==> config.mk <==
export PLATFORM = sky130hd
export DESIGN_NAME = conv_accumulator_flat
export DESIGN_NICKNAME = d
export VERILOG_FILES = /design/src/rtl/conv_acc_pkg.sv /design/src/rtl/conv_accumulator_if.sv /design/src/rtl/conv_result_fifo.sv /design/src/rtl/conv_accumulator.sv /design/src/flat_wrapper.sv
export SDC_FILE = /design/constraint.sdc
export NUM_CORES = 1
export LEC_CHECK = 0
export CAP_MARGIN = 25
export CELL_PAD_IN_SITES_DETAIL_PLACEMENT = 0
export CELL_PAD_IN_SITES_GLOBAL_PLACEMENT = 1
export CORE_ASPECT_RATIO = 1.75
export CORE_MARGIN = 4
export CORE_UTILIZATION = 50
export CTS_CLUSTER_DIAMETER = 50
export DETAILED_ROUTE_END_ITERATION = 8
export DONT_BUFFER_PORTS = 1
export PLACE_DENSITY = 0.89
export SKIP_CTS_REPAIR_TIMING = 1
export SLEW_MARGIN = 0
export SYNTH_ARGS = -nofsm -noshare
export SYNTH_HDL_FRONTEND = slang
export SYNTH_SLANG_ARGS = --single-unit
==> constraint.sdc <==
create_clock -name clk -period 18.1 [get_ports clk]
set_clock_uncertainty 0.2 [all_clocks]
set_input_delay 3.62 -clock clk [delete_from_list [all_inputs] [get_ports clk]]
set_output_delay 3.62 -clock clk [all_outputs]
set_load 0.02 [all_outputs]
==> src/rtl/conv_acc_pkg.sv <==
// Shared widths, result FIFO depth and accumulator FSM state type.
package conv_acc_pkg;

    localparam int DEF_DATA_WIDTH = 32;
    localparam int DEF_ACC_WIDTH  = 72;
    localparam int DEF_CNT_WIDTH  = 16;
    localparam int FIFO_DEPTH     = 2;

    typedef enum logic {
        IDLE  = 1'b0,
        ACCUM = 1'b1
    } acc_state_e;

endpackage

==> src/rtl/conv_accumulator_if.sv <==
// Product input stream and result output stream of the convolution accumulator.
interface conv_accumulator_if #(
    parameter int DATA_WIDTH = 32,
    parameter int ACC_WIDTH  = 72,
    parameter int CNT_WIDTH  = 16
);
    logic                    in_valid;
    logic                    in_last;
    logic [2*DATA_WIDTH-1:0] in_product;
    logic                    out_valid;
    logic                    out_ready;
    logic [ACC_WIDTH-1:0]    out_sum;
    logic [CNT_WIDTH-1:0]    out_count;
    logic                    out_sat;

    // Upstream multiplier feeds products, downstream consumer takes results.
    modport master (
        output in_valid, in_last, in_product, out_ready,
        input  out_valid, out_sum, out_count, out_sat
    );

    modport slave (
        input  in_valid, in_last, in_product, out_ready,
        output out_valid, out_sum, out_count, out_sat
    );
endinterface

==> src/rtl/conv_result_fifo.sv <==
// Two-entry first-word-fall-through result FIFO; slot0 is always the head.
module conv_result_fifo
    import conv_acc_pkg::*;
#(
    parameter int WIDTH = 8
) (
    input  logic             clk,
    input  logic             rst,
    input  logic             in_valid,
    input  logic [WIDTH-1:0] in_data,
    input  logic             out_ready,
    output logic [WIDTH-1:0] out_data,
    output logic             full,
    output logic             empty
);
    logic [WIDTH-1:0] slot0, slot1;
    logic [1:0]       count;
    logic             pop, push;

    assign full     = (count == 2'(FIFO_DEPTH));
    assign empty    = (count == 2'd0);
    assign out_data = slot0;
    assign pop      = !empty && out_ready;
    // A push into a full FIFO is accepted only when the head leaves this cycle.
    assign push     = in_valid && (!full || pop);

    // Shift-style storage: pops move slot1 forward, pushes land behind the head.
    always_ff @(posedge clk or posedge rst) begin
        if (rst) begin
            slot0 <= '0;
            slot1 <= '0;
            count <= 2'd0;
        end else begin
            case ({push, pop})
                2'b11: begin
                    if (count == 2'd1) begin
                        slot0 <= in_data;
                    end else begin
                        slot0 <= slot1;
                        slot1 <= in_data;
                    end
                end
                2'b01: begin
                    slot0 <= slot1;
                    count <= count - 2'd1;
                end
                2'b10: begin
                    if (empty) slot0 <= in_data;
                    else       slot1 <= in_data;
                    count <= count + 2'd1;
                end
                default: ;
            endcase
        end
    end
endmodule

==> src/rtl/conv_accumulator.sv <==
// Window accumulator for convolution products: sums unsigned products until
// in_last, then hands {sum, count, sat} to a small result FIFO. Never stalls.
module conv_accumulator
    import conv_acc_pkg::*;
#(
    parameter int DATA_WIDTH = DEF_DATA_WIDTH,
    parameter int ACC_WIDTH  = DEF_ACC_WIDTH,
    parameter int CNT_WIDTH  = DEF_CNT_WIDTH
) (
    input  logic                clk,
    input  logic                rst,
    conv_accumulator_if.slave   bus,
    output logic                overflow,
    output logic                busy
);
    localparam int RES_W = 1 + CNT_WIDTH + ACC_WIDTH;

    acc_state_e           state, state_nxt;
    logic [ACC_WIDTH-1:0] acc, acc_nxt, acc_add;
    logic [CNT_WIDTH-1:0] cnt, cnt_nxt, cnt_inc;
    logic                 sat, sat_nxt, sat_add;
    logic [ACC_WIDTH:0]   sum;
    logic                 push;
    logic [RES_W-1:0]     push_data, head_data;
    logic                 fifo_full, fifo_empty;

    // Saturating add of the current product; acc is zero in IDLE so one adder serves both states.
    always_comb begin
        sum     = {1'b0, acc} + {1'b0, ACC_WIDTH'(bus.in_product)};
        acc_add = sum[ACC_WIDTH] ? '1 : sum[ACC_WIDTH-1:0];
        sat_add = sat | sum[ACC_WIDTH];
        cnt_inc = (cnt == '1) ? cnt : cnt + 1'b1;
    end

    // Next-state and window datapath: last beats push and clear in the same cycle.
    always_comb begin
        state_nxt = state;
        acc_nxt   = acc;
        cnt_nxt   = cnt;
        sat_nxt   = sat;
        push      = 1'b0;
        if (bus.in_valid) begin
            if (bus.in_last) begin
                push      = 1'b1;
                acc_nxt   = '0;
                cnt_nxt   = '0;
                sat_nxt   = 1'b0;
                state_nxt = IDLE;
            end else begin
                acc_nxt = acc_add;
                cnt_nxt = cnt_inc;
                sat_nxt = sat_add;
                case (state)
                    IDLE:    state_nxt = ACCUM;
                    ACCUM:   state_nxt = ACCUM;
                    default: state_nxt = IDLE;
                endcase
            end
        end
    end

    // State and window registers.
    always_ff @(posedge clk or posedge rst) begin
        if (rst) begin
            state <= IDLE;
            acc   <= '0;
            cnt   <= '0;
            sat   <= 1'b0;
        end else begin
            state <= state_nxt;
            acc   <= acc_nxt;
            cnt   <= cnt_nxt;
            sat   <= sat_nxt;
        end
    end

    // Sticky drop flag: a completed window found the FIFO full with no pop.
    always_ff @(posedge clk or posedge rst) begin
        if (rst)
            overflow <= 1'b0;
        else if (push && fifo_full && !bus.out_ready)
            overflow <= 1'b1;
    end

    assign push_data = {sat_add, cnt_inc, acc_add};
    assign busy      = (state == ACCUM);

    conv_result_fifo #(.WIDTH(RES_W)) u_fifo (
        .clk       (clk),
        .rst       (rst),
        .in_valid  (push),
        .in_data   (push_data),
        .out_ready (bus.out_ready),
        .out_data  (head_data),
        .full      (fifo_full),
        .empty     (fifo_empty)
    );

    assign bus.out_valid = !fifo_empty;
    assign {bus.out_sat, bus.out_count, bus.out_sum} = head_data;
endmodule

==> src/flat_wrapper.sv <==
// flat-port wrapper written by rule: the top's interface ports become plain ports
module conv_accumulator_flat import conv_acc_pkg::*;
#(
    parameter int DATA_WIDTH = DEF_DATA_WIDTH,
    parameter int ACC_WIDTH  = DEF_ACC_WIDTH,
    parameter int CNT_WIDTH  = DEF_CNT_WIDTH
)
  (clk, rst, overflow, busy, bus_in_valid, bus_in_last, bus_in_product, bus_out_ready, bus_out_valid, bus_out_sum, bus_out_count, bus_out_sat);
  conv_accumulator_if #(.DATA_WIDTH(DATA_WIDTH), .ACC_WIDTH(ACC_WIDTH), .CNT_WIDTH(CNT_WIDTH)) bus_i ();
  input  logic clk;
  input  logic rst;
  output logic overflow;
  output logic busy;
  input wire logic [$bits(bus_i.in_valid)-1:0] bus_in_valid;
  input wire logic [$bits(bus_i.in_last)-1:0] bus_in_last;
  input wire logic [$bits(bus_i.in_product)-1:0] bus_in_product;
  input wire logic [$bits(bus_i.out_ready)-1:0] bus_out_ready;
  output wire logic [$bits(bus_i.out_valid)-1:0] bus_out_valid;
  output wire logic [$bits(bus_i.out_sum)-1:0] bus_out_sum;
  output wire logic [$bits(bus_i.out_count)-1:0] bus_out_count;
  output wire logic [$bits(bus_i.out_sat)-1:0] bus_out_sat;
  assign bus_i.in_valid = bus_in_valid;
  assign bus_i.in_last = bus_in_last;
  assign bus_i.in_product = bus_in_product;
  assign bus_i.out_ready = bus_out_ready;
  assign bus_out_valid = bus_i.out_valid;
  assign bus_out_sum = bus_i.out_sum;
  assign bus_out_count = bus_i.out_count;
  assign bus_out_sat = bus_i.out_sat;
  conv_accumulator #(.DATA_WIDTH(DATA_WIDTH), .ACC_WIDTH(ACC_WIDTH), .CNT_WIDTH(CNT_WIDTH)) u_core (.clk(clk), .rst(rst), .bus(bus_i), .overflow(overflow), .busy(busy));
endmodule
==> run_results.csv, run 1 <==
group,metric,value,unit
clock_tree,cts.sinks,271,
worst_hold_path,worstHoldStart,"u_core.u_fifo.slot1[46]",
synth,synth_flop_cell,"dfrtp_1",
synth,async_reset_ff_share,100,%
power,swShare,47.3,%
placed_design,post-dp-hpwl,35300,um
route,via_per_inst,6.19,
power,power.internal,1.69,mW
power,clockPowerShare,18.0,%
finish,nets,1855,
global_routing,grt_start_max_net_pins,149,
clock_tree,clockRootBuffer,"clkbuf_16",
clock_tree,worstSkewPairLatency,570,ps
run,cap_violations,0,
global_routing,grt_overflow,0,
critical_path,worstPathArrival,7650,ps
power,leakage,7.29,nW
worst_hold_path,min_path_type,"register to register",
finish,area_growth,6.88,%
timing,period_needed,7340,ps
synth,syn-num-nets,1935,
critical_path,r2r-end,"u_core.u_fifo.out_data[46]",
critical_path,reg2regPathDepth,13,
synth,synth.distinct_cells,65,
clock_tree,cts_tree,"built",
timing,setup_violations,0,
clock_tree,htreeDepth,1,
global_routing,antenna_found_initial,4,
power,p_sw,1.51,mW
synth,synth-edff-count,0,
timing,slew_violations,0,
floorplanning,fp.dieW,141,um
timing,post-route-period-util,40.6,%
route,wl_per_cell,22.9,um
route,drt-initial-drc-count,718,
timing,rsz0062_at_grt,"no",
critical_path,critPathLaunchType,"input pin",
placed_design,dp_cells,2078,
power,ir_drop,0.000107,V
critical_path,crit_fanout,60,
synth,yosys-top-cells-area,"dfrtp_1 (44%), a21oi_1 (7.2%), o21ai_0 (6.7%)",
route,ant_nets,0,
global_routing,track_usage,28.4,%
critical_path,r2r-start,"u_core.acc[3]",
clock_tree,path_clk_slew,70,ps
synth,syn_area,0.0156,mm^2
critical_path,r2r_slack,13360,ps
placed_design,routabilityCongestion,0.960,
clock_tree,numCtsBuffers,27,
floorplanning,dieArea,0.0342,mm^2
timing,fmax,136,MHz
finish,final_cell_mix,"dfrtp_1 (271), a21oi_1 (224), o21ai_0 (208)",
route,drt_wl_total,48700,um
placed_design,pre_cts_slack,10260,ps
floorplanning,start_util,50.7,%
synth,yosysTopAreaCellShare,43.5,%
synth,synthCells,1797,
synth,synth_top_cell_by_area,"dfrtp_1",
finish,drive_above_1_share,4.56,%
floorplanning,floorplan.rows,85,
status,outcome,"finished clean",
worst_hold_path,hold_path_depth,2,
finish,final_cell_area,0.0167,mm^2
timing,tns,0,ps
critical_path,crit_required,18410,ps
clock_tree,clock_path_buffers,3,
critical_path,crit_start,"bus_in_product[0]",
critical_path,endpoint_kind,"register",
power,p_seq_share,36.8,%
synth,yosys_warnings,0,
worst_hold_path,whs_endpoint,"u_core.u_fifo.slot1[46]",
floorplanning,die_y,242,um
placed_design,placed_area,0.0157,mm^2
floorplanning,core-area,0.0307,mm^2
critical_path,path_class,"input pin to register",
route,drc,0,
synth,syn_area_per_cell,8.67,um^2
finish,finalNonFillerCells,2129,
route,vias,13200,
placed_design,port_buffers,0,
timing,final.setup.worst_slack,10760,ps
timing,final-hold-violation-count,0,
power,p_comb_share,45.2,%
finish,mostFrequentLayoutCell,"dfrtp_1",
timing,worstMarginPinSlew,1070,ps
route,dr.pass1.iters,7,
finish,utilization,54.2,%
floorplanning,ios,161,
synth,yosysSeqAreaShare,43.5,%
global_routing,grt_pass1_vias,13400,
global_routing,grt_pass1_wl,77100,um
timing,maxSlewHeadroom,28.5,%
power,power_density,192,mW/mm^2
synth,synth_seq_cells,271,
[power by group through the flow]
| stage | Clock, mW | Combinational [mW] | Sequential (mW) |
|---|---|---|---|
| after CTS | 0.586 | 1.45 | 1.18 |
| after floorplan | 0 | 1.10 | 1.09 |
| final | 0.576 | 1.45 | 1.18 |
| after global routing | 0.608 | 1.63 | 1.20 |
| after detailed placement | 0 | 1.44 | 1.19 |
| after global placement | 0 | 1.41 | 1.18 |
[through the flow]
stage	total power, mW	hold WS [ps]
finish	3.20	277
CTS	3.21	280
global placement	2.60	256
detailed placement	2.63	266
global route	3.44	296
floorplan	2.19	245
[cells by family (layout without fill, tap and decap cells)]
family,after synthesis,after routing,share of synthesized area (%)
muxes,5,5,0.337
and+or+nand+nor,512,512,14.4
buffers and inverters,149,86,3.77
other,0,4,0
xor gates and xnor gates,75,75,4.22
adders and majority gates,69,69,5.59
DFF,271,271,43.5
AOI/OAI and AO/OA,716,716,28.2
[critical path, stage by stage]
cell       delay, ps
ha_1             170
fa_1             240
a211oi_1         130
o211ai_2         250
a41oi_1          310
or4_1            610
a21o_1           260
a2111oi_4        410
o21ai_2          130
a21oi_4          280
buf_4            670
nor2_1           250
a21oi_1          200
a21o_1            90
[per-layer routing]
metal | vias up | GRT usage (%) | part of all wire [%]
met2 | 372 | 52.4 | 54
met4 | 0 | 13.1 | 4.9
met5 | - | 0 | 0
li1 | 6308 | - | -
met1 | 6403 | 31.7 | 36
met3 | 105 | 4.07 | 4.8
[area by class of cell]
cell class	instances	area, um^2
flip-flops and latches	271	6780
multi-input cells	1377	8240
fillers	2875	14100
clock inverters	12	158
diodes	4	10.0
inverters	24	97.6
well taps	391	489
repair buffers	16	140
clock buffers	34	732
[sequential cells by signal (all words and copies together) (netlist names)]
signal and flops:
u_core.acc 72, u_core.cnt 16, u_core.overflow 1, u_core.sat 1, u_core.u_fifo.slot1 89, u_core.busy 1, u_core.u_fifo.count 2, u_core.u_fifo.out_data 89
[how the worst max path moves through the flow]
stage                                       to  slack, ps  cells after the start
floorplan                        u_core.acc[0]       6810                      1
global route        u_core.u_fifo.out_data[19]      10560                     13
global placement       u_core.u_fifo.slot1[61]      10320                     11
CTS                 u_core.u_fifo.out_data[47]      10830                     14
detailed placement  u_core.u_fifo.out_data[19]      10260                     14
finish              u_core.u_fifo.out_data[46]      10760                     14
[synthesized netlist by cell type, drive strengths merged (3+ instances only)]
library cell / number
a211oi: 8
a21boi: 4
a21o: 81
a21oi: 226
a221oi: 3
a31o: 3
a31oi: 21
a41oi: 4
and2: 7
and3: 9
and4: 3
buf: 14
clkbuf: 111
dfrtp: 271
ha: 68
inv: 24
mux2i: 3
nand2: 202
nand2b: 8
nand3: 27
nand4: 33
nor2: 166
nor2b: 9
nor3: 23
nor3b: 3
nor4: 3
o211ai: 6
o21a: 15
o21ai: 214
o21bai: 15
o22ai: 20
o2bb2ai: 72
o31ai: 10
or2: 3
or3: 7
or4: 5
xnor2: 44
xor2: 31
(Power assumes the default switching activity.)
==> run 2: changes to the inputs <==
CORE_UTILIZATION = 49   (was 50)
PLACE_DENSITY = 0.87   (was 0.89)
clock period = 7.3 ns   (was 18.1 ns; I/O delays follow)
==> run 2 against run 1 <==
Flip-flop and latch count is the same. Critical path depth is the same. Critical path type unchanged. Highest routed layer unchanged. Worst setup slack worse by 8600 ps. Non-clock buffer count up 2. Largest cell class unchanged. Clock power grew to 2.7 times the previous value. Combinational power rose to 2.5 times the previous value. Die area is 1.9% higher. First-iteration DRC count rose by 41%. Cell count grew 0.47%. Sequential share of layout area is 0.36 points lower. Clock-buffer cell count increased by 1.
==> run_results.csv, run 2 (same netlist as run 1, synthesis figures left out) <==
group,metric,value,unit
global_routing,antenna_found_initial,3,
critical_path,reg2regPathDepth,13,
finish,nFillCells,2934,
finish,mostFrequentLayoutCell,"dfrtp_1",
power,clockPowerShare,19.1,%
placed_design,port_buffers,0,
floorplanning,ios,161,
worst_hold_path,hold_path_depth,2,
power,leakage,7.35,nW
power,ir_drop,0.000305,V
route,drt-initial-drc-count,1010,
power,power.internal,4.31,mW
clock_tree,htreeDepth,1,
timing,worstMarginPinSlew,907,ps
route,via_per_inst,6.27,
floorplanning,core-area,0.0314,mm^2
worst_hold_path,min_path_type,"register to register",
power,p_comb_share,45.3,%
placed_design,post-dp-hpwl,35500,um
global_routing,grt_pass1_wl,76900,um
critical_path,critPathLaunchType,"input pin",
route,dr.pass1.iters,6,
power,swShare,47.0,%
status,outcome,"finished clean",
placed_design,routabilityCongestion,0.922,
clock_tree,clockRootBuffer,"clkbuf_16",
timing,maxSlewHeadroom,38.9,%
power,p_seq_share,35.6,%
global_routing,grt_start_max_net_pins,148,
timing,slew_violations,0,
clock_tree,worstSkewPairLatency,570,ps
power,p_sw,3.82,mW
finish,final_cell_mix,"dfrtp_1 (271), a21oi_1 (224), o21ai_0 (208)",
run,cap_violations,0,
route,vias,13400,
floorplanning,start_util,49.6,%
critical_path,worstPathArrival,5420,ps
timing,post-route-period-util,70.6,%
timing,fmax,194,MHz
timing,rsz0062_at_grt,"no",
power,power_density,484,mW/mm^2
finish,nets,1857,
clock_tree,path_clk_slew,60,ps
critical_path,crit_required,7560,ps
timing,tns,0,ps
critical_path,crit_fanout,45,
critical_path,path_class,"input pin to register",
floorplanning,dieArea,0.0348,mm^2
route,wl_per_cell,23.0,um
timing,whs,275,ps
floorplanning,die_y,244,um
global_routing,grt_overflow,0,
route,ant_nets,0,
finish,area_growth,7.83,%
clock_tree,clock_path_buffers,3,
floorplanning,floorplan.rows,86,
timing,final-hold-violation-count,0,
critical_path,endpoint_kind,"register",
timing,period_needed,5150,ps
global_routing,track_usage,28.1,%
route,drc,0,
clock_tree,cts.sinks,271,
timing,setup_violations,0,
clock_tree,cts_tree,"built",
route,drt_wl_total,49300,um
global_routing,grt_pass1_vias,13400,
floorplanning,fp.dieW,143,um
finish,drive_above_1_share,5.00,%
clock_tree,numCtsBuffers,27,
## run 2: cell types whose count changed in the layout (fill, tap and decap cells not counted), moves of 2 or more
cell and delta:
clkbuf_8 +2, bufinv_16 +3, buf_12 +2, clkinvlp_4 +2
## run 2: per-layer routing
layer | vias up | track usage [%] | wire length, um
met3 | 139 | 4.08 | 2550
met2 | 405 | 50.9 | 26000
li1 | 6299 | - | -
met5 | - | 0 | 0
met1 | 6565 | 31.2 | 17600
met4 | 0 | 14.7 | 3080
## run 2: power groups by stage
| stage | clock network [mW] | registers [mW] | logic [mW] |
|---|---|---|---|
| after floorplan | 0 | 2.70 | 2.72 |
| after global placement | 0 | 2.92 | 3.59 |
| after detailed placement | 0 | 2.93 | 3.64 |
| after CTS | 1.58 | 2.91 | 3.67 |
| after global routing | 1.64 | 2.97 | 4.10 |
| final | 1.56 | 2.89 | 3.68 |
## run 2: worst max-delay path, cell delays in order
cell	delay, ps
ha_1	170
fa_1	250
a211oi_1	130
o211ai_2	230
a41oi_1	290
or4_1	670
a21o_1	260
a2111oi_4	400
o21ai_2	140
a21oi_4	610
buf_12	330
nor2_1	120
a21o_1	160
a21oi_1	150
## run 2: cell type report
type	count	area, um^2	share of cell area (%)
multi-input combinational	1377	8250	49.1
inverter	24	93.8	0.559
sequential	271	6780	40.4
clock inverter	15	239	1.42
timing repair buffer	18	180	1.07
antenna	3	7.51	0.0447
clock buffer	35	756	4.50
tap	396	495	2.95
## run 2: metrics by stage
stage,power [mW],instance area (um^2),util [%],setup WS [ps],instances
2_1_floorplan,5.42,15600,-,2060,1797
3_3_place_gp,6.51,15800,50.2,1760,2085
3_5_place_dp,6.57,15800,50.2,1650,2085
4_1_cts,8.16,16800,53.4,2190,2135
5_1_grt,8.71,16800,53.5,1960,2139
6_report,8.14,16800,53.5,2150,2139
## run 2: path summary, 6_finish.rpt
path,start,endpoint,slack [ps]
hold reg to reg,u_core.u_fifo.slot1[73],u_core.u_fifo.slot1[73],280
setup reg to reg,u_core.acc[3],u_core.u_fifo.out_data[13],2630
hold / removal,u_core.u_fifo.slot1[73],u_core.u_fifo.slot1[73],280
setup / recovery,bus_in_product[0],u_core.u_fifo.out_data[13],2150
max in group asynchronous,rst,u_core.u_fifo.slot1[45],5060
min in group asynchronous,rst,u_core.u_fifo.slot1[82],740
==> run 3: changes to the inputs <==
CORE_UTILIZATION = 44   (was 49)
PLACE_DENSITY = 0.83   (was 0.87)
clock period = 4.7 ns   (was 7.3 ns; I/O delays follow)
==> run 3 against run 2 <==
Largest cell class unchanged. Non-clock buffer count is 67 higher. First-iteration DRC count is 13% lower. Sequential share of layout area is 1.5 points lower. Core utilization is 3.2 points lower. Worst hold slack worse by 30 ps. Critical endpoint is now u_core.u_fifo.out_data[3]. Register-to-register slack worse by 2000 ps. Worst setup slack worse by 1600 ps. Clock power is 55% higher. Largest power group unchanged. Sequential power is 56% higher.
==> run_results.csv, run 3 (same netlist as run 1, synthesis figures left out) <==
group,metric,value,unit
clock_tree,path_clk_slew,70,ps
finish,nFillCells,3361,
floorplanning,floorplan.rows,90,
critical_path,reg2regPathDepth,16,
route,wl_per_cell,22.8,um
global_routing,grt_pass1_vias,13900,
critical_path,path_class,"register to register",
finish,finalNonFillerCells,2272,
floorplanning,start_util,44.9,%
worst_hold_path,min_path_type,"input pin to async pin",
route,drt_wl_total,51800,um
timing,fmax,243,MHz
route,drc,0,
finish,final_cell_mix,"dfrtp_1 (271), a21oi_1 (224), o21ai_0 (208)",
power,power_density,752,mW/mm^2
critical_path,r2r-start,"u_core.acc[7]",
timing,tns,0,ps
route,ant_nets,0,
finish,mostFrequentLayoutCell,"dfrtp_1",
timing,setup_violations,0,
global_routing,antenna_found_initial,3,
global_routing,grt_overflow,0,
clock_tree,htreeDepth,1,
route,drt-initial-drc-count,875,
timing,post-route-period-util,87.5,%
timing,slew_violations,0,
power,leakage,7.67,nW
timing,whs,245,ps
clock_tree,worstSkewPairLatency,580,ps
route,vias,13600,
critical_path,critPathLaunchType,"register",
critical_path,r2r_slack,590,ps
power,ir_drop,0.000444,V
placed_design,port_buffers,0,
clock_tree,cts_tree,"built",
floorplanning,ios,161,
timing,maxSlewHeadroom,32.1,%
clock_tree,numCtsBuffers,28,
global_routing,track_usage,26.6,%
floorplanning,fp.dieW,150,um
finish,area_growth,12.0,%
global_routing,grt_start_max_net_pins,161,
clock_tree,cts.sinks,271,
status,outcome,"finished clean",
placed_design,dp_cells,2217,
finish,drive_above_1_share,8.73,%
finish,nets,1925,
critical_path,crit_fanout,18,
floorplanning,core-area,0.0347,mm^2
timing,final-hold-violation-count,0,
run,cap_violations,0,
clock_tree,clock_path_buffers,3,
floorplanning,die_y,257,um
critical_path,worstPathArrival,4410,ps
global_routing,grt_pass1_wl,80500,um
clock_tree,clockRootBuffer,"clkbuf_16",
critical_path,r2r-end,"u_core.u_fifo.out_data[3]",
route,via_per_inst,5.99,
placed_design,post-dp-hpwl,37400,um
timing,period_needed,4110,ps
floorplanning,dieArea,0.0386,mm^2
placed_design,routabilityCongestion,0.922,
route,dr.pass1.iters,5,
critical_path,endpoint_kind,"register",
timing,rsz0062_at_grt,"no",
critical_path,crit_required,4990,ps
timing,worstMarginPinSlew,1020,ps
run 3: layout make-up:
cell class                 instances  area, um^2  share of cell area (%)
clock buffer                      31         732                    4.20
tap                              460         576                    3.30
clock inverter                    21         274                    1.57
antenna                            3        7.51                  0.0430
timing repair buffer              85         738                    4.23
sequential                       271        6780                    38.9
multi-input combinational       1377        8250                    47.3
inverter                          24        93.8                   0.538
run 3: stage by stage:
stage                     total power, mW  cell area, um^2  worst slack [ps]  utilization (%)
after CTS                            13.2            17400               607             50.3
final                                13.1            17400               587             50.3
after global placement               10.6            16400               110             47.4
after floorplan                      8.43            15600             -21.4                -
after detailed placement             10.7            16400              68.0             47.4
after global routing                 14.0            17400               357             50.3
run 3: worst max-delay path by stage:
stage / startpoint / endpoint / slack (ps) / cells past startpoint
6_report: u_core.acc[7] / u_core.u_fifo.out_data[3] / 590 / 16
5_1_grt: u_core.acc[3] / u_core.u_fifo.out_data[12] / 360 / 16
4_1_cts: u_core.acc[7] / u_core.u_fifo.out_data[3] / 610 / 16
3_5_place_dp: bus_in_product[0] / u_core.u_fifo.out_data[32] / 70 / 17
3_3_place_gp: bus_in_product[7] / u_core.u_fifo.out_data[34] / 110 / 16
2_1_floorplan: rst / u_core.acc[0] / -20 / 1
run 3: critical path: stages, from the launching register on:
cell	delay [ps]
dfrtp_1	380
ha_1	370
o21ai_0	150
a21oi_1	210
buf_4	130
a41oi_1	110
buf_4	170
or4_1	570
a21o_1	260
a2111oi_4	400
o21ai_2	130
a21oi_4	180
buf_4	200
buf_12	170
nor2_1	80
a21o_1	160
a21oi_1	130
run 3: per-layer routing:
| layer | vias up | wire length [um] | part of all wire [%] | GRT usage [%] |
|---|---|---|---|---|
| li1 | 6450 | - | - | - |
| met4 | 0 | 2560 | 4.9 | 12.3 |
| met2 | 368 | 28000 | 54 | 49.8 |
| met1 | 6687 | 18700 | 36 | 29.0 |
| met5 | - | 0 | 0 | 0 |
| met3 | 107 | 2590 | 5.0 | 3.77 |
run 3: where the power goes:
part	switching (mW)	internal [mW]	total, mW	leakage [nW]
logic	3.82	2.37	6.19	3.79
registers	1.25	3.26	4.51	3.41
clock network	1.05	1.37	2.42	0.469
